--- config.mk ---
export PLATFORM = sky130hd
export DESIGN_NAME = branch_hazard_ctrl_flat
export DESIGN_NICKNAME = d
export VERILOG_FILES = /design/src/rtl/branch_hazard_ctrl_pkg.sv /design/src/rtl/branch_hazard_ctrl_if.sv /design/src/rtl/branch_hazard_ctrl_scoreboard.sv /design/src/rtl/branch_hazard_ctrl.sv /design/src/flat_wrapper.sv
export SDC_FILE = /design/constraint.sdc
export NUM_CORES = 1
export LEC_CHECK = 0
export CAP_MARGIN = 20
export CORE_MARGIN = 5
export CORE_UTILIZATION = 35
export CTS_CLUSTER_SIZE = 10
export DETAILED_ROUTE_END_ITERATION = 8
export PLACE_DENSITY = 0.62
export SYNTH_ARGS = -nofsm -noshare
export SYNTH_HDL_FRONTEND = slang
export SYNTH_SLANG_ARGS = --single-unit
--- constraint.sdc ---
create_clock -name clk -period 3.65 [get_ports clk]
set_input_delay 0.73 -clock clk [delete_from_list [all_inputs] [get_ports clk]]
set_output_delay 0.73 -clock clk [all_outputs]
set_load 0.03 [all_outputs]
--- src/rtl/branch_hazard_ctrl_pkg.sv ---
// Shared types and constants for the branch/hazard control slice:
// FSM states, branch funct3 encodings and the branch-condition decode.
package branch_hazard_ctrl_pkg;

    localparam int unsigned WB_LAT_DEFAULT = 3;
    localparam int unsigned CNT_W_DEFAULT  = 32;
    localparam int unsigned REG_AW         = 5;
    localparam int unsigned NUM_REGS       = 32;

    typedef enum logic [1:0] {
        ST_RUN   = 2'd0,
        ST_STALL = 2'd1,
        ST_FLUSH = 2'd2
    } state_e;

    localparam logic [2:0] F3_BEQ  = 3'b000;
    localparam logic [2:0] F3_BNE  = 3'b001;
    localparam logic [2:0] F3_BLT  = 3'b100;
    localparam logic [2:0] F3_BGE  = 3'b101;
    localparam logic [2:0] F3_BLTU = 3'b110;
    localparam logic [2:0] F3_BGEU = 3'b111;

    // Signed and unsigned compares share one less-than result; the comparator mode picks the flavour.
    function automatic logic br_cond(input logic [2:0] f3, input logic less, input logic equal);
        logic r;
        r = 1'b0;
        case (f3)
            F3_BEQ:  r = equal;
            F3_BNE:  r = ~equal;
            F3_BLT:  r = less;
            F3_BGE:  r = ~less;
            F3_BLTU: r = less;
            F3_BGEU: r = ~less;
            default: r = 1'b0;
        endcase
        return r;
    endfunction

    function automatic logic br_f3_illegal(input logic [2:0] f3);
        return (f3 == 3'b010) || (f3 == 3'b011);
    endfunction

endpackage

--- src/rtl/branch_hazard_ctrl_if.sv ---
// ID/EX control bundle between the pipeline datapath (master) and the hazard controller (slave).
interface branch_hazard_ctrl_if #(
    parameter int unsigned CNT_W = 32
);
    import branch_hazard_ctrl_pkg::*;

    logic             id_valid;
    logic [4:0]       id_rs1_addr;
    logic [4:0]       id_rs2_addr;
    logic             id_rs1_used;
    logic             id_rs2_used;
    logic [4:0]       id_rd_addr;
    logic             id_rd_wren;
    logic             ex_valid;
    logic             ex_is_branch;
    logic             ex_is_jump;
    logic [2:0]       ex_funct3;
    logic             br_less;
    logic             br_equal;

    logic             br_unsigned;
    logic             br_taken;
    logic             stall_pc;
    logic             stall_if_id;
    logic             bubble_id_ex;
    logic             flush_if_id;
    logic             id_issue;
    logic             br_illegal;
    state_e           state;
    logic [CNT_W-1:0] stall_cnt;
    logic [CNT_W-1:0] flush_cnt;

    modport master (
        output id_valid, id_rs1_addr, id_rs2_addr, id_rs1_used, id_rs2_used,
               id_rd_addr, id_rd_wren, ex_valid, ex_is_branch, ex_is_jump,
               ex_funct3, br_less, br_equal,
        input  br_unsigned, br_taken, stall_pc, stall_if_id, bubble_id_ex,
               flush_if_id, id_issue, br_illegal, state, stall_cnt, flush_cnt
    );

    modport slave (
        input  id_valid, id_rs1_addr, id_rs2_addr, id_rs1_used, id_rs2_used,
               id_rd_addr, id_rd_wren, ex_valid, ex_is_branch, ex_is_jump,
               ex_funct3, br_less, br_equal,
        output br_unsigned, br_taken, stall_pc, stall_if_id, bubble_id_ex,
               flush_if_id, id_issue, br_illegal, state, stall_cnt, flush_cnt
    );

endinterface

--- src/rtl/branch_hazard_ctrl_scoreboard.sv ---
// Register busy scoreboard: one down-counter per architectural register, x0 never busy.
module hazard_scoreboard
    import branch_hazard_ctrl_pkg::*;
#(
    parameter int unsigned WB_LAT = WB_LAT_DEFAULT
) (
    input  logic              clk,
    input  logic              rst,
    input  logic [REG_AW-1:0] i_rs1_addr,
    input  logic [REG_AW-1:0] i_rs2_addr,
    input  logic              i_load,
    input  logic [REG_AW-1:0] i_load_addr,
    output logic              o_rs1_busy,
    output logic              o_rs2_busy
);
    localparam int unsigned CW = (WB_LAT < 1) ? 1 : $clog2(WB_LAT + 1);

    logic [CW-1:0] r_cnt [NUM_REGS];

    // A new writer reloads the full latency even if the register is still counting down.
    always_ff @(posedge clk) begin
        if (rst) begin
            for (int i = 0; i < NUM_REGS; i++) r_cnt[i] <= '0;
        end else begin
            r_cnt[0] <= '0;
            for (int i = 1; i < NUM_REGS; i++) begin
                if (i_load && (i_load_addr == REG_AW'(i))) r_cnt[i] <= CW'(WB_LAT);
                else if (r_cnt[i] != '0)                   r_cnt[i] <= r_cnt[i] - CW'(1);
            end
        end
    end

    assign o_rs1_busy = (i_rs1_addr != '0) && (r_cnt[i_rs1_addr] != '0);
    assign o_rs2_busy = (i_rs2_addr != '0) && (r_cnt[i_rs2_addr] != '0);

endmodule

--- src/rtl/branch_hazard_ctrl.sv ---
// Branch resolution and RAW hazard control: decides issue, stall, bubble and flush each cycle.
module branch_hazard_ctrl
    import branch_hazard_ctrl_pkg::*;
#(
    parameter int unsigned WB_LAT = WB_LAT_DEFAULT,
    parameter int unsigned CNT_W  = CNT_W_DEFAULT
) (
    input  logic                 clk,
    input  logic                 rst,
    branch_hazard_ctrl_if.slave  bus
);
    logic             w_rs1_busy;
    logic             w_rs2_busy;
    logic             w_cond;
    logic             w_taken;
    logic             w_hazard;
    logic             w_stall;
    logic             w_issue;
    logic             w_load;
    state_e           r_state;
    logic [CNT_W-1:0] r_stall_cnt;
    logic [CNT_W-1:0] r_flush_cnt;

    hazard_scoreboard #(.WB_LAT(WB_LAT)) u_sb (
        .clk         (clk),
        .rst         (rst),
        .i_rs1_addr  (bus.id_rs1_addr),
        .i_rs2_addr  (bus.id_rs2_addr),
        .i_load      (w_load),
        .i_load_addr (bus.id_rd_addr),
        .o_rs1_busy  (w_rs1_busy),
        .o_rs2_busy  (w_rs2_busy)
    );

    assign w_cond   = br_cond(bus.ex_funct3, bus.br_less, bus.br_equal);
    assign w_taken  = bus.ex_valid & (bus.ex_is_jump | (bus.ex_is_branch & w_cond));
    assign w_hazard = bus.id_valid & ((bus.id_rs1_used & w_rs1_busy) | (bus.id_rs2_used & w_rs2_busy));
    assign w_stall  = w_hazard & ~w_taken;
    // A taken branch kills the ID instruction, so it neither issues nor claims its rd.
    assign w_issue  = bus.id_valid & ~w_hazard & ~w_taken;
    assign w_load   = w_issue & bus.id_rd_wren & (bus.id_rd_addr != '0);

    assign bus.br_unsigned  = bus.ex_funct3[1];
    assign bus.br_taken     = w_taken;
    assign bus.br_illegal   = bus.ex_valid & bus.ex_is_branch & br_f3_illegal(bus.ex_funct3);
    assign bus.stall_pc     = w_stall;
    assign bus.stall_if_id  = w_stall;
    assign bus.bubble_id_ex = w_stall | w_taken;
    assign bus.flush_if_id  = w_taken;
    assign bus.id_issue     = w_issue;
    assign bus.state        = r_state;
    assign bus.stall_cnt    = r_stall_cnt;
    assign bus.flush_cnt    = r_flush_cnt;

    always_ff @(posedge clk) begin
        if (rst) begin
            r_state     <= ST_RUN;
            r_stall_cnt <= '0;
            r_flush_cnt <= '0;
        end else begin
            if (w_taken)       r_state <= ST_FLUSH;
            else if (w_hazard) r_state <= ST_STALL;
            else               r_state <= ST_RUN;
            if (w_stall) r_stall_cnt <= r_stall_cnt + CNT_W'(1);
            if (w_taken) r_flush_cnt <= r_flush_cnt + CNT_W'(1);
        end
    end

endmodule

--- src/flat_wrapper.sv ---
// flat-port wrapper written by rule: the top's interface ports become plain ports
module branch_hazard_ctrl_flat import branch_hazard_ctrl_pkg::*;
#(
    parameter int unsigned WB_LAT = WB_LAT_DEFAULT,
    parameter int unsigned CNT_W  = CNT_W_DEFAULT
)
  (clk, rst, bus_id_valid, bus_id_rs1_addr, bus_id_rs2_addr, bus_id_rs1_used, bus_id_rs2_used, bus_id_rd_addr, bus_id_rd_wren, bus_ex_valid, bus_ex_is_branch, bus_ex_is_jump, bus_ex_funct3, bus_br_less, bus_br_equal, bus_br_unsigned, bus_br_taken, bus_stall_pc, bus_stall_if_id, bus_bubble_id_ex, bus_flush_if_id, bus_id_issue, bus_br_illegal, bus_state, bus_stall_cnt, bus_flush_cnt);
  branch_hazard_ctrl_if #(.CNT_W(CNT_W)) bus_i ();
  input  logic clk;
  input  logic rst;
  input wire logic [$bits(bus_i.id_valid)-1:0] bus_id_valid;
  input wire logic [$bits(bus_i.id_rs1_addr)-1:0] bus_id_rs1_addr;
  input wire logic [$bits(bus_i.id_rs2_addr)-1:0] bus_id_rs2_addr;
  input wire logic [$bits(bus_i.id_rs1_used)-1:0] bus_id_rs1_used;
  input wire logic [$bits(bus_i.id_rs2_used)-1:0] bus_id_rs2_used;
  input wire logic [$bits(bus_i.id_rd_addr)-1:0] bus_id_rd_addr;
  input wire logic [$bits(bus_i.id_rd_wren)-1:0] bus_id_rd_wren;
  input wire logic [$bits(bus_i.ex_valid)-1:0] bus_ex_valid;
  input wire logic [$bits(bus_i.ex_is_branch)-1:0] bus_ex_is_branch;
  input wire logic [$bits(bus_i.ex_is_jump)-1:0] bus_ex_is_jump;
  input wire logic [$bits(bus_i.ex_funct3)-1:0] bus_ex_funct3;
  input wire logic [$bits(bus_i.br_less)-1:0] bus_br_less;
  input wire logic [$bits(bus_i.br_equal)-1:0] bus_br_equal;
  output wire logic [$bits(bus_i.br_unsigned)-1:0] bus_br_unsigned;
  output wire logic [$bits(bus_i.br_taken)-1:0] bus_br_taken;
  output wire logic [$bits(bus_i.stall_pc)-1:0] bus_stall_pc;
  output wire logic [$bits(bus_i.stall_if_id)-1:0] bus_stall_if_id;
  output wire logic [$bits(bus_i.bubble_id_ex)-1:0] bus_bubble_id_ex;
  output wire logic [$bits(bus_i.flush_if_id)-1:0] bus_flush_if_id;
  output wire logic [$bits(bus_i.id_issue)-1:0] bus_id_issue;
  output wire logic [$bits(bus_i.br_illegal)-1:0] bus_br_illegal;
  output wire logic [$bits(bus_i.state)-1:0] bus_state;
  output wire logic [$bits(bus_i.stall_cnt)-1:0] bus_stall_cnt;
  output wire logic [$bits(bus_i.flush_cnt)-1:0] bus_flush_cnt;
  assign bus_i.id_valid = bus_id_valid;
  assign bus_i.id_rs1_addr = bus_id_rs1_addr;
  assign bus_i.id_rs2_addr = bus_id_rs2_addr;
  assign bus_i.id_rs1_used = bus_id_rs1_used;
  assign bus_i.id_rs2_used = bus_id_rs2_used;
  assign bus_i.id_rd_addr = bus_id_rd_addr;
  assign bus_i.id_rd_wren = bus_id_rd_wren;
  assign bus_i.ex_valid = bus_ex_valid;
  assign bus_i.ex_is_branch = bus_ex_is_branch;
  assign bus_i.ex_is_jump = bus_ex_is_jump;
  assign bus_i.ex_funct3 = bus_ex_funct3;
  assign bus_i.br_less = bus_br_less;
  assign bus_i.br_equal = bus_br_equal;
  assign bus_br_unsigned = bus_i.br_unsigned;
  assign bus_br_taken = bus_i.br_taken;
  assign bus_stall_pc = bus_i.stall_pc;
  assign bus_stall_if_id = bus_i.stall_if_id;
  assign bus_bubble_id_ex = bus_i.bubble_id_ex;
  assign bus_flush_if_id = bus_i.flush_if_id;
  assign bus_id_issue = bus_i.id_issue;
  assign bus_br_illegal = bus_i.br_illegal;
  assign bus_state = bus_i.state;
  assign bus_stall_cnt = bus_i.stall_cnt;
  assign bus_flush_cnt = bus_i.flush_cnt;
  branch_hazard_ctrl #(.WB_LAT(WB_LAT), .CNT_W(CNT_W)) u_core (.clk(clk), .rst(rst), .bus(bus_i));
endmodule
==> impl_results.html, run 1 <==
<table>
<tr><th>Metric</th><th>Value</th></tr>
<tr><th colspan="2">Run status</th></tr>
<tr><td>Status</td><td>finished, final reports clean</td></tr>
<tr><th colspan="2">Clocking</th></tr>
<tr><td>Clock Sink Count</td><td>around 130</td></tr>
<tr><td>Clk buf depth</td><td>2</td></tr>
<tr><td>Clock tree from TritonCTS</td><td>done</td></tr>
<tr><td>Insertion delay to the later sink of the worst-skew pair</td><td>0.42 ns</td></tr>
<tr><td>CTS H-tree lvls</td><td>4</td></tr>
<tr><td>Clock slew seen by the registers of the worst setup and hold paths</td><td>~0.06 ns</td></tr>
<tr><td>Root buffer cell</td><td>clkbuf_16</td></tr>
<tr><td>TritonCTS buffer count</td><td>17</td></tr>
<tr><th colspan="2">Logic synthesis</th></tr>
<tr><td>Cell Area, Synth</td><td>0.007543 mm^2</td></tr>
<tr><td>Number of distinct library cells after synthesis</td><td>66</td></tr>
<tr><td>Number of flip-flops and latches in the synthesized netlist</td><td>approximately 130</td></tr>
<tr><td>Cell types with the highest counts after synthesis</td><td>inv_1, nor2_1, dfxtp_1, edfxtp_1, a21oi_1</td></tr>
<tr><td>Most area-consuming cells after synthesis</td><td>edfxtp_1, dfxtp_1, ha_1, inv_1, a21oi_1</td></tr>
<tr><td>Syn Nets</td><td>about 890</td></tr>
<tr><td>Ys Warns</td><td>0</td></tr>
<tr><td>Top cell type by total area after synthesis</td><td>edfxtp_1</td></tr>
<tr><td>Cells after Synth</td><td>830</td></tr>
<tr><td>Most used flip-flop cell after synthesis</td><td>dfxtp_1</td></tr>
<tr><td>Yosys top cell area share</td><td>~25%</td></tr>
<tr><td>Count leader, synth</td><td>inv_1</td></tr>
<tr><td>Average footprint of a synthesized cell</td><td>between 9 and 10 um^2</td></tr>
<tr><td>Sequential fraction of the synthesis area</td><td>a little over two fifths</td></tr>
<tr><td>Share of async-settable or async-resettable flops after synthesis</td><td>0%</td></tr>
<tr><td>Count of flip-flops with a built-in enable after synthesis</td><td>62</td></tr>
<tr><th colspan="2">Cells and area</th></tr>
<tr><td>Ratio of cells with drive above 1 in the final layout</td><td>17.74%</td></tr>
<tr><td>Number of nets in the layout</td><td>1041</td></tr>
<tr><td>Total of fill cells in the finished design</td><td>just over 2000</td></tr>
<tr><td>Area Growth Syn to Fin</td><td>34.43%</td></tr>
<tr><td>Number of antenna diodes</td><td>0</td></tr>
<tr><td>Count of non-filler cells in the finished layout</td><td>1267</td></tr>
<tr><td>Fin util</td><td>a little under half</td></tr>
<tr><th colspan="2">Hold path</th></tr>
<tr><td>Class of the tightest hold or removal check</td><td>reg -&gt; reg</td></tr>
<tr><td>Min-delay src</td><td>u_core.bus.stall_cnt[31]</td></tr>
<tr><th colspan="2">Die</th></tr>
<tr><td>Core area</td><td>roughly 0.021 mm^2</td></tr>
<tr><td>Standard-cell row count</td><td>between 50 and 60</td></tr>
<tr><td>Vertical extent of the die</td><td>between 150 and 200 um</td></tr>
<tr><td>Top-level I/O count</td><td>103</td></tr>
<tr><td>Floorplan die width</td><td>between 150 and 200 um</td></tr>
<tr><td>Initial cell density of the core</td><td>35.66%</td></tr>
<tr><td>Die ar.</td><td>between 0.02 and 0.025 mm^2</td></tr>
<tr><th colspan="2">Setup path</th></tr>
<tr><td>Worst setup endpoint</td><td>bus_bubble_id_ex</td></tr>
<tr><td>Cell family with the largest share of critical-path delay</td><td>buffers and inverters</td></tr>
<tr><td>Reg-to-reg critical path startpoint</td><td>u_core.u_sb.r_cnt[15][0]</td></tr>
<tr><td>Critical path buffer and inverter count</td><td>3</td></tr>
<tr><td>Category of the most critical setup path</td><td>in -&gt; out</td></tr>
<tr><td>Data arrival time of the worst path</td><td>about 2.8 ns</td></tr>
<tr><td>Launching element type of the critical path</td><td>input pin</td></tr>
<tr><td>Ordered list of cells on the worst path</td><td>dlygate4sd2_1 -&gt; bufbuf_16 -&gt; a21oi_1 -&gt; mux4_2 -&gt; a22oi_2 -&gt; or2b_2 -&gt; nand2_4 -&gt; a21o_1 -&gt; buf_4</td></tr>
<tr><td>Sort of element at the end of the critical path</td><td>output pin</td></tr>
<tr><td>Worst setup path startpoint</td><td>bus_id_rs2_addr[1]</td></tr>
<tr><td>Slowest stage cell on the critical path</td><td>mux4_2</td></tr>
<tr><td>Flop-to-flop setup slack</td><td>between 0.3 and 0.4 ns</td></tr>
<tr><td>Max Fanout on Critical Path</td><td>10</td></tr>
<tr><td>CP max stage delay</td><td>between 0.4 and 0.5 ns</td></tr>
<tr><td>End of the worst register-to-register path</td><td>u_core.u_sb.r_cnt[16][0]</td></tr>
<tr><td>Required time of the critical path</td><td>just under 3 ns</td></tr>
<tr><td>Logic depth of the worst setup path including buffers</td><td>9</td></tr>
<tr><td>Worst reg-to-reg path cell count</td><td>12</td></tr>
<tr><th colspan="2">GRT</th></tr>
<tr><td>Via count of the first global-routing pass</td><td>6501</td></tr>
<tr><td>Global-route wire length before repair</td><td>around 33 mm</td></tr>
<tr><td>Total gr overflow</td><td>0</td></tr>
<tr><td>Maximum number of pins on one net before global-route repair</td><td>59</td></tr>
<tr><td>Total Routing Usage GR</td><td>around 17%</td></tr>
<tr><td>Number of antenna violations at the first check in global routing</td><td>0</td></tr>
<tr><th colspan="2">Detailed routing</th></tr>
<tr><td>Routed length per instance</td><td>between 15 and 20 um</td></tr>
<tr><td>Count of nets left with antenna violations after detail routing</td><td>0</td></tr>
<tr><td>Overall via count from detail_route</td><td>between 6000 and 7000</td></tr>
<tr><td>Number of DRC markers in iteration 0</td><td>about 360</td></tr>
<tr><td>Via/cell ratio</td><td>5.373</td></tr>
<tr><td>Drt total wl</td><td>20.44 mm</td></tr>
<tr><td>Post-route DRC violation count</td><td>0</td></tr>
<tr><td>Drt pass-1 iters</td><td>4</td></tr>
<tr><th colspan="2">Timing</th></tr>
<tr><td>Tightest Pin Transition</td><td>0.6476 ns</td></tr>
<tr><td>Final Hold Slack</td><td>between 0.4 and 0.5 ns</td></tr>
<tr><td>Min Tclk post-route</td><td>3.549 ns</td></tr>
<tr><td>Clock Skews</td><td>0.01417 ns</td></tr>
<tr><td>Final setup viols</td><td>0</td></tr>
<tr><td>Post-route fraction of the period consumed by the critical path</td><td>a little over nine tenths</td></tr>
<tr><td>Max-slew headroom at the worst pin</td><td>56.82%</td></tr>
<tr><td>Final number of max-transition violations</td><td>0</td></tr>
<tr><td>Achievable clock frequency</td><td>between 0.2 and 0.3 GHz</td></tr>
<tr><td>Count of final hold-check violations</td><td>0</td></tr>
<tr><th colspan="2">Placement</th></tr>
<tr><td>IO buf count</td><td>102</td></tr>
<tr><td>Final weighted congestion in routability-driven placement</td><td>~0.89</td></tr>
<tr><td>Inst Count DP</td><td>~1200</td></tr>
<tr><td>HPWL Detailed</td><td>between 10 and 15 mm</td></tr>
<tr><th colspan="2">Power</th></tr>
<tr><td>Worst-case vdd ir drop</td><td>0.3505 mV</td></tr>
<tr><td>Switching power as a share of total power</td><td>between 30% and 40%</td></tr>
<tr><td>Total power divided by cell area</td><td>568.3 mW/mm^2</td></tr>
<tr><td>P_int</td><td>3.902 mW</td></tr>
<tr><td>Sequential cell fraction of total power</td><td>38.2%</td></tr>
<tr><td>Share of power burned in combinational logic</td><td>roughly 30%</td></tr>
<tr><td>Post-layout total power</td><td>just under 6 mW</td></tr>
<tr><td>Clk network pwr share</td><td>about a third</td></tr>
<tr><td>Reported leakage power</td><td>between 3 and 4 nW</td></tr>
<tr><td>Switching component of the power</td><td>1.862 mW</td></tr>
<tr><th colspan="2">Job</th></tr>
<tr><td>Count of maximum capacitance violations</td><td>0</td></tr>
</table>
## kinds of logic after synthesis
| kind of cell | count (synthesis) | share of synthesized area [%] |
|---|---|---|
| xor+xnor | 26 | 3.019 |
| fa+ha+maj | 33 | 5.474 |
| flops | 128 | 42.20 |
| compound gates | 196 | 18.44 |
| mux | 8 | 2.073 |
| buf+inv | 140 | 7.381 |
| simple gates | 299 | 21.41 |
## state kept, by name, indices dropped and copies added, names as in the netlist
register and count:
u_core.bus.stall_cnt 32, u_core.bus.flush_cnt 32, u_core.u_sb.r_cnt 62, u_core.bus.state 2
## stage by stage
stage          TNS [ns]  setup slack (ns)  instance area (um^2)
2_1_floorplan         0           0.04911                  7543
3_3_place_gp     -16.25           -0.6187                  9250
3_5_place_dp     -20.05           -0.6290                  9250
4_1_cts               0          0.004491                 10000
5_1_grt        -0.02218          -0.01684                 10140
6_report              0            0.1007                 10140
## power by group through the flow
stage	clock, mW	sequential (mW)	combinational [mW]
2_1_floorplan	0	2.14	1.19
3_3_place_gp	0	2.22	1.61
3_5_place_dp	0	2.21	1.65
4_1_cts	1.84	2.19	1.68
5_1_grt	1.91	2.25	1.97
6_report	1.81	2.20	1.75
## worst min path at each step
stage / endpoint / slack, ns / cells past startpoint
finish: u_core.bus.stall_cnt[31] / 0.48 / 2
global placement: u_core.bus.stall_cnt[31] / 0.48 / 2
floorplan: u_core.u_sb.r_cnt[19][0] / 0.59 / 1
detailed placement: u_core.bus.stall_cnt[31] / 0.49 / 2
CTS: u_core.bus.stall_cnt[31] / 0.49 / 2
global route: u_core.bus.flush_cnt[29] / 0.53 / 2
## worst reg2reg max path, cell delays in order, from the launching register on
cell and delay (ns):
edfxtp_1 0.41, nor2_1 0.35, a2111oi_4 0.13, o41ai_2 0.39, o311a_1 0.25, o211ai_1 0.20
buf_4 0.20, buf_4 0.12, buf_4 0.12, nor2_1 0.24, buf_4 0.19, nand3_1 0.12
o211ai_1 0.29
## cell type report
| class | instances | area, um^2 | area share, % |
|---|---|---|---|
| Timing Repair Buffer | 176 | 1653 | 16.30 |
| Clock buffer | 22 | 519.2 | 5.120 |
| Inverter | 94 | 352.8 | 3.479 |
| Multi-Input combinational cell | 562 | 3971 | 39.16 |
| Sequential cell | 128 | 3183 | 31.39 |
| Tap cell | 275 | 344.1 | 3.393 |
| Clock inverter | 10 | 117.6 | 1.160 |
## timing repair
action | CTS | global route
gates cloned | 2 | 0
pin swaps | 5 | 7
hold buffers | 0 | 0
buffers inserted | 1 | 3
resized for setup | 20 | 33
endpoints found under the setup margin | 4 | 4
## layer usage
| metal | vias up | routed length, um | share of wire, % | GRT usage (%) |
|---|---|---|---|---|
| met2 | 167 | 9641 | 47 | 27.19 |
| met5 | - | 0 | 0 | 0 |
| met3 | 29 | 1472 | 7.2 | 5.918 |
| met4 | 0 | 381 | 1.9 | 4.959 |
| met1 | 3238 | 8941 | 44 | 20.83 |
| li1 | 3374 | - | - | - |
## cells in the final DEF (no fill, tap or decap), types with 4 or more instances in the layout
cell	count
dfxtp_1	66
and2_1	6
buf_12	4
clkdlybuf4s50_1	90
nor4_1	11
or3_1	24
xor2_1	9
ha_1	33
or4_1	7
o211ai_1	16
nor2_1	68
edfxtp_1	62
or3b_2	5
nand2_1	37
nor3_1	18
a21oi_1	53
a2111oi_4	5
xnor2_1	17
nand4_1	18
mux4_2	6
o21ai_0	22
o31a_1	18
o21a_1	5
and4_1	4
nand2b_1	6
inv_1	90
nand3_1	29
or4_4	4
and3_1	19
o32ai_1	28
buf_4	72
inv_2	4
nand3b_1	6
nor2b_1	7
or2_2	8
clkbuf_16	20
nor3_2	10
a31oi_1	16
o31ai_1	6
(Power assumes the default switching activity.)
==> run 2: changes to the inputs <==
==> constraint.sdc (replaced) <==
create_clock -name clk -period 3.8 [get_ports clk]
set_input_delay 0.76 -clock clk [delete_from_list [all_inputs] [get_ports clk]]
set_output_delay 0.76 -clock clk [all_outputs]
set_load 0.03 [all_outputs]
==> run 2 against run 1 <==
  * Setup slack better by 0.025 ns
  * Core utilization is 0.73 points lower
  * Total power is 5.7% lower
  * First-iteration DRC count is 28% lower
  * Via count is 1.8% lower
  * Sequential share of layout area is 0.49 points higher
  * Register-to-register slack better by 0.09 ns
  * Global-route usage is 0.27 points lower
  * Sequential cell count stayed put
  * Combinational power is 6% lower
  * Critical endpoint is now bus_stall_if_id
  * Highest routed layer unchanged
==> impl_results.html, run 2 (synthesized netlist as in run 1, its figures left out) <==
<table>
<tr><th>Metric</th><th>Value</th></tr>
<tr><th colspan="2">Cells and area</th></tr>
<tr><td>Most frequent cells in the layout</td><td>clkdlybuf4s50_1, inv_1, nor2_1</td></tr>
<tr><td>Commonest non-fill, non-tap cell in the layout</td><td>clkdlybuf4s50_1</td></tr>
<tr><td>Cell area after layout</td><td>about 0.010 mm^2</td></tr>
<tr><td>Number of nets in the layout</td><td>~1000</td></tr>
<tr><td>Number of flip-flops in the largest register</td><td>between 60 and 70</td></tr>
<tr><td>Ratio of cells with drive above 1 in the final layout</td><td>between 15 and 20%</td></tr>
<tr><td>Area Growth Syn to Fin</td><td>32.38%</td></tr>
<tr><td>Number of antenna diodes</td><td>0</td></tr>
<tr><td>Register with the most flip-flops</td><td>u_core.u_sb.r_cnt</td></tr>
<tr><td>Count of non-filler cells in the finished layout</td><td>roughly 1300</td></tr>
<tr><th colspan="2">Die</th></tr>
<tr><td>Vertical extent of the die</td><td>roughly 160 um</td></tr>
<tr><td>Standard-cell row count</td><td>53</td></tr>
<tr><td>Die ar.</td><td>approximately 0.025 mm^2</td></tr>
<tr><td>Floorplan die width</td><td>~160 um</td></tr>
<tr><td>Initial cell density of the core</td><td>a little over a third</td></tr>
<tr><td>Top-level I/O count</td><td>between 100 and 150</td></tr>
<tr><td>Core area</td><td>approximately 0.021 mm^2</td></tr>
<tr><th colspan="2">GRT</th></tr>
<tr><td>Number of antenna violations at the first check in global routing</td><td>0</td></tr>
<tr><td>Maximum number of pins on one net before global-route repair</td><td>roughly 60</td></tr>
<tr><td>Global-route wire length before repair</td><td>32.17 mm</td></tr>
<tr><td>Total gr overflow</td><td>0</td></tr>
<tr><td>Total Routing Usage GR</td><td>between 10% and 20%</td></tr>
<tr><td>Via count of the first global-routing pass</td><td>about 6500</td></tr>
<tr><th colspan="2">Detailed routing</th></tr>
<tr><td>Via/cell ratio</td><td>5.295</td></tr>
<tr><td>Number of DRC markers in iteration 0</td><td>261</td></tr>
<tr><td>Routed length per instance</td><td>16.01 um</td></tr>
<tr><td>Drt total wl</td><td>around 20 mm</td></tr>
<tr><td>Overall via count from detail_route</td><td>between 6000 and 7000</td></tr>
<tr><td>Count of nets left with antenna violations after detail routing</td><td>0</td></tr>
<tr><td>Post-route DRC violation count</td><td>0</td></tr>
<tr><td>Drt pass-1 iters</td><td>4</td></tr>
<tr><th colspan="2">Timing</th></tr>
<tr><td>Max-slew headroom at the worst pin</td><td>~58%</td></tr>
<tr><td>Min Tclk post-route</td><td>about 3.7 ns</td></tr>
<tr><td>Achievable clock frequency</td><td>~0.27 GHz</td></tr>
<tr><td>Clock Skews</td><td>about 0.0079 ns</td></tr>
<tr><td>Final WS setup</td><td>about 0.13 ns</td></tr>
<tr><td>Final setup viols</td><td>0</td></tr>
<tr><td>Tightest Pin Transition</td><td>0.6341 ns</td></tr>
<tr><td>Post-route fraction of the period consumed by the critical path</td><td>a little over nine tenths</td></tr>
<tr><td>Unrepaired setup endpoints after global routing</td><td>false</td></tr>
<tr><td>Count of final hold-check violations</td><td>0</td></tr>
<tr><td>Final number of max-transition violations</td><td>0</td></tr>
<tr><th colspan="2">Clocking</th></tr>
<tr><td>Insertion delay to the later sink of the worst-skew pair</td><td>between 0.4 and 0.5 ns</td></tr>
<tr><td>TritonCTS buffer count</td><td>17</td></tr>
<tr><td>Root buffer cell</td><td>clkbuf_16</td></tr>
<tr><td>Clk buf depth</td><td>2</td></tr>
<tr><td>Clock slew seen by the registers of the worst setup and hold paths</td><td>approximately 0.05 ns</td></tr>
<tr><td>Clock tree from TritonCTS</td><td>done</td></tr>
<tr><td>CTS H-tree lvls</td><td>4</td></tr>
<tr><td>Clock Sink Count</td><td>around 130</td></tr>
<tr><th colspan="2">Power</th></tr>
<tr><td>Sequential cell fraction of total power</td><td>between 30% and 40%</td></tr>
<tr><td>Switching component of the power</td><td>1.720 mW</td></tr>
<tr><td>Total power divided by cell area</td><td>between 500 and 600 mW/mm^2</td></tr>
<tr><td>Share of power burned in combinational logic</td><td>30.3%</td></tr>
<tr><td>Worst-case vdd ir drop</td><td>0.3511 mV</td></tr>
<tr><td>Reported leakage power</td><td>roughly 3.7 nW</td></tr>
<tr><td>Switching power as a share of total power</td><td>roughly a third</td></tr>
<tr><td>Post-layout total power</td><td>5.434 mW</td></tr>
<tr><td>Clk network pwr share</td><td>a little under a third</td></tr>
<tr><td>P_int</td><td>about 3.7 mW</td></tr>
<tr><th colspan="2">Hold path</th></tr>
<tr><td>Class of the tightest hold or removal check</td><td>reg -&gt; reg</td></tr>
<tr><th colspan="2">Job</th></tr>
<tr><td>Count of maximum capacitance violations</td><td>0</td></tr>
<tr><th colspan="2">Setup path</th></tr>
<tr><td>Required time of the critical path</td><td>3.04 ns</td></tr>
<tr><td>Sort of element at the end of the critical path</td><td>output pin</td></tr>
<tr><td>Data arrival time of the worst path</td><td>about 2.9 ns</td></tr>
<tr><td>Worst setup endpoint</td><td>bus_stall_if_id</td></tr>
<tr><td>Flop-to-flop setup slack</td><td>between 0.4 and 0.5 ns</td></tr>
<tr><td>Worst setup path startpoint</td><td>bus_id_rs1_addr[3]</td></tr>
<tr><td>End of the worst register-to-register path</td><td>u_core.u_sb.r_cnt[16][0]</td></tr>
<tr><td>Worst reg-to-reg path cell count</td><td>12</td></tr>
<tr><td>Max Fanout on Critical Path</td><td>5</td></tr>
<tr><td>Launching element type of the critical path</td><td>input pin</td></tr>
<tr><td>Category of the most critical setup path</td><td>in -&gt; out</td></tr>
<tr><td>Reg-to-reg critical path startpoint</td><td>u_core.u_sb.r_cnt[30][0]</td></tr>
<tr><th colspan="2">Placement</th></tr>
<tr><td>IO buf count</td><td>102</td></tr>
<tr><td>Final weighted congestion in routability-driven placement</td><td>0.8803</td></tr>
<tr><td>Inst Count DP</td><td>1227</td></tr>
<tr><td>Placed inst area</td><td>between 0.009 and 0.01 mm^2</td></tr>
<tr><td>Setup slack at placement</td><td>-0.5372 ns</td></tr>
<tr><td>HPWL Detailed</td><td>between 10 and 15 mm</td></tr>
<tr><th colspan="2">Run status</th></tr>
<tr><td>Status</td><td>finished, final reports clean</td></tr>
</table>
run 2: power groups by stage:
stage	Combinational (mW)	Clock [mW]	Sequential [mW]
3_5_place_dp	1.58	0	2.13
2_1_floorplan	1.14	0	2.06
3_3_place_gp	1.55	0	2.13
4_1_cts	1.61	1.72	2.10
5_1_grt	1.86	1.78	2.14
6_report	1.65	1.68	2.11
run 2: final cells by class:
type / count / area [um^2]
Clock inverter: 12 / 166.4
Clock buffer: 20 / 436.7
Tap cell: 275 / 344.1
Timing Repair Buffer: 172 / 1614
Inverter: 94 / 352.8
Fill cell: 2024 / 11170
Sequential cell: 128 / 3183
Multi-Input combinational cell: 562 / 3889
run 2: metal layers:
layer	global-route usage, %	wire length [um]	part of all wire, %	vias to the layer above
met1	20.05	8928	44	3131
met5	0	0	0	-
met3	5.227	1482	7.3	23
met2	27.56	9498	47	167
met4	5.207	311	1.5	0
li1	-	-	-	3366
run 2: timing repair:
action	in CTS	in global routing
buffers inserted	1	2
hold buffers	0	0
gates cloned	1	0
setup endpoints to repair	4	4
resized for setup	9	26
pin swaps	3	5
run 2: how the worst min path moves through the flow:
| stage | start | to | slack (ns) | cells after the start |
|---|---|---|---|---|
| after floorplan | u_core.u_sb.r_cnt[19][0] | u_core.u_sb.r_cnt[19][0] | 0.59 | 1 |
| after global placement | u_core.bus.stall_cnt[31] | u_core.bus.stall_cnt[31] | 0.47 | 2 |
| after detailed placement | u_core.bus.stall_cnt[31] | u_core.bus.stall_cnt[31] | 0.48 | 2 |
| after CTS | u_core.bus.stall_cnt[31] | u_core.bus.stall_cnt[31] | 0.49 | 2 |
| after global routing | u_core.bus.stall_cnt[31] | u_core.bus.stall_cnt[31] | 0.51 | 2 |
| final | u_core.bus.stall_cnt[31] | u_core.bus.stall_cnt[31] | 0.48 | 2 |
run 2: worst max-delay path, stage by stage:
cell             delay (ns)
clkdlybuf4s50_1        0.48
inv_1                  0.06
or4_1                  0.53
a32oi_2                0.20
o211ai_1               0.21
o21ai_2                0.26
inv_2                  0.08
buf_4                  0.15
buf_4                  0.17
run 2: per-stage QoR:
stage / utilization (%) / TNS [ns] / hold WS, ns
final: 47.21 / 0 / 0.4775
after global routing: 47.21 / 0 / 0.5072
after CTS: 46.79 / 0 / 0.4868
after detailed placement: 43.68 / -4.952 / 0.4790
after global placement: 43.68 / -4.952 / 0.4730
after floorplan: - / 0 / 0.5922
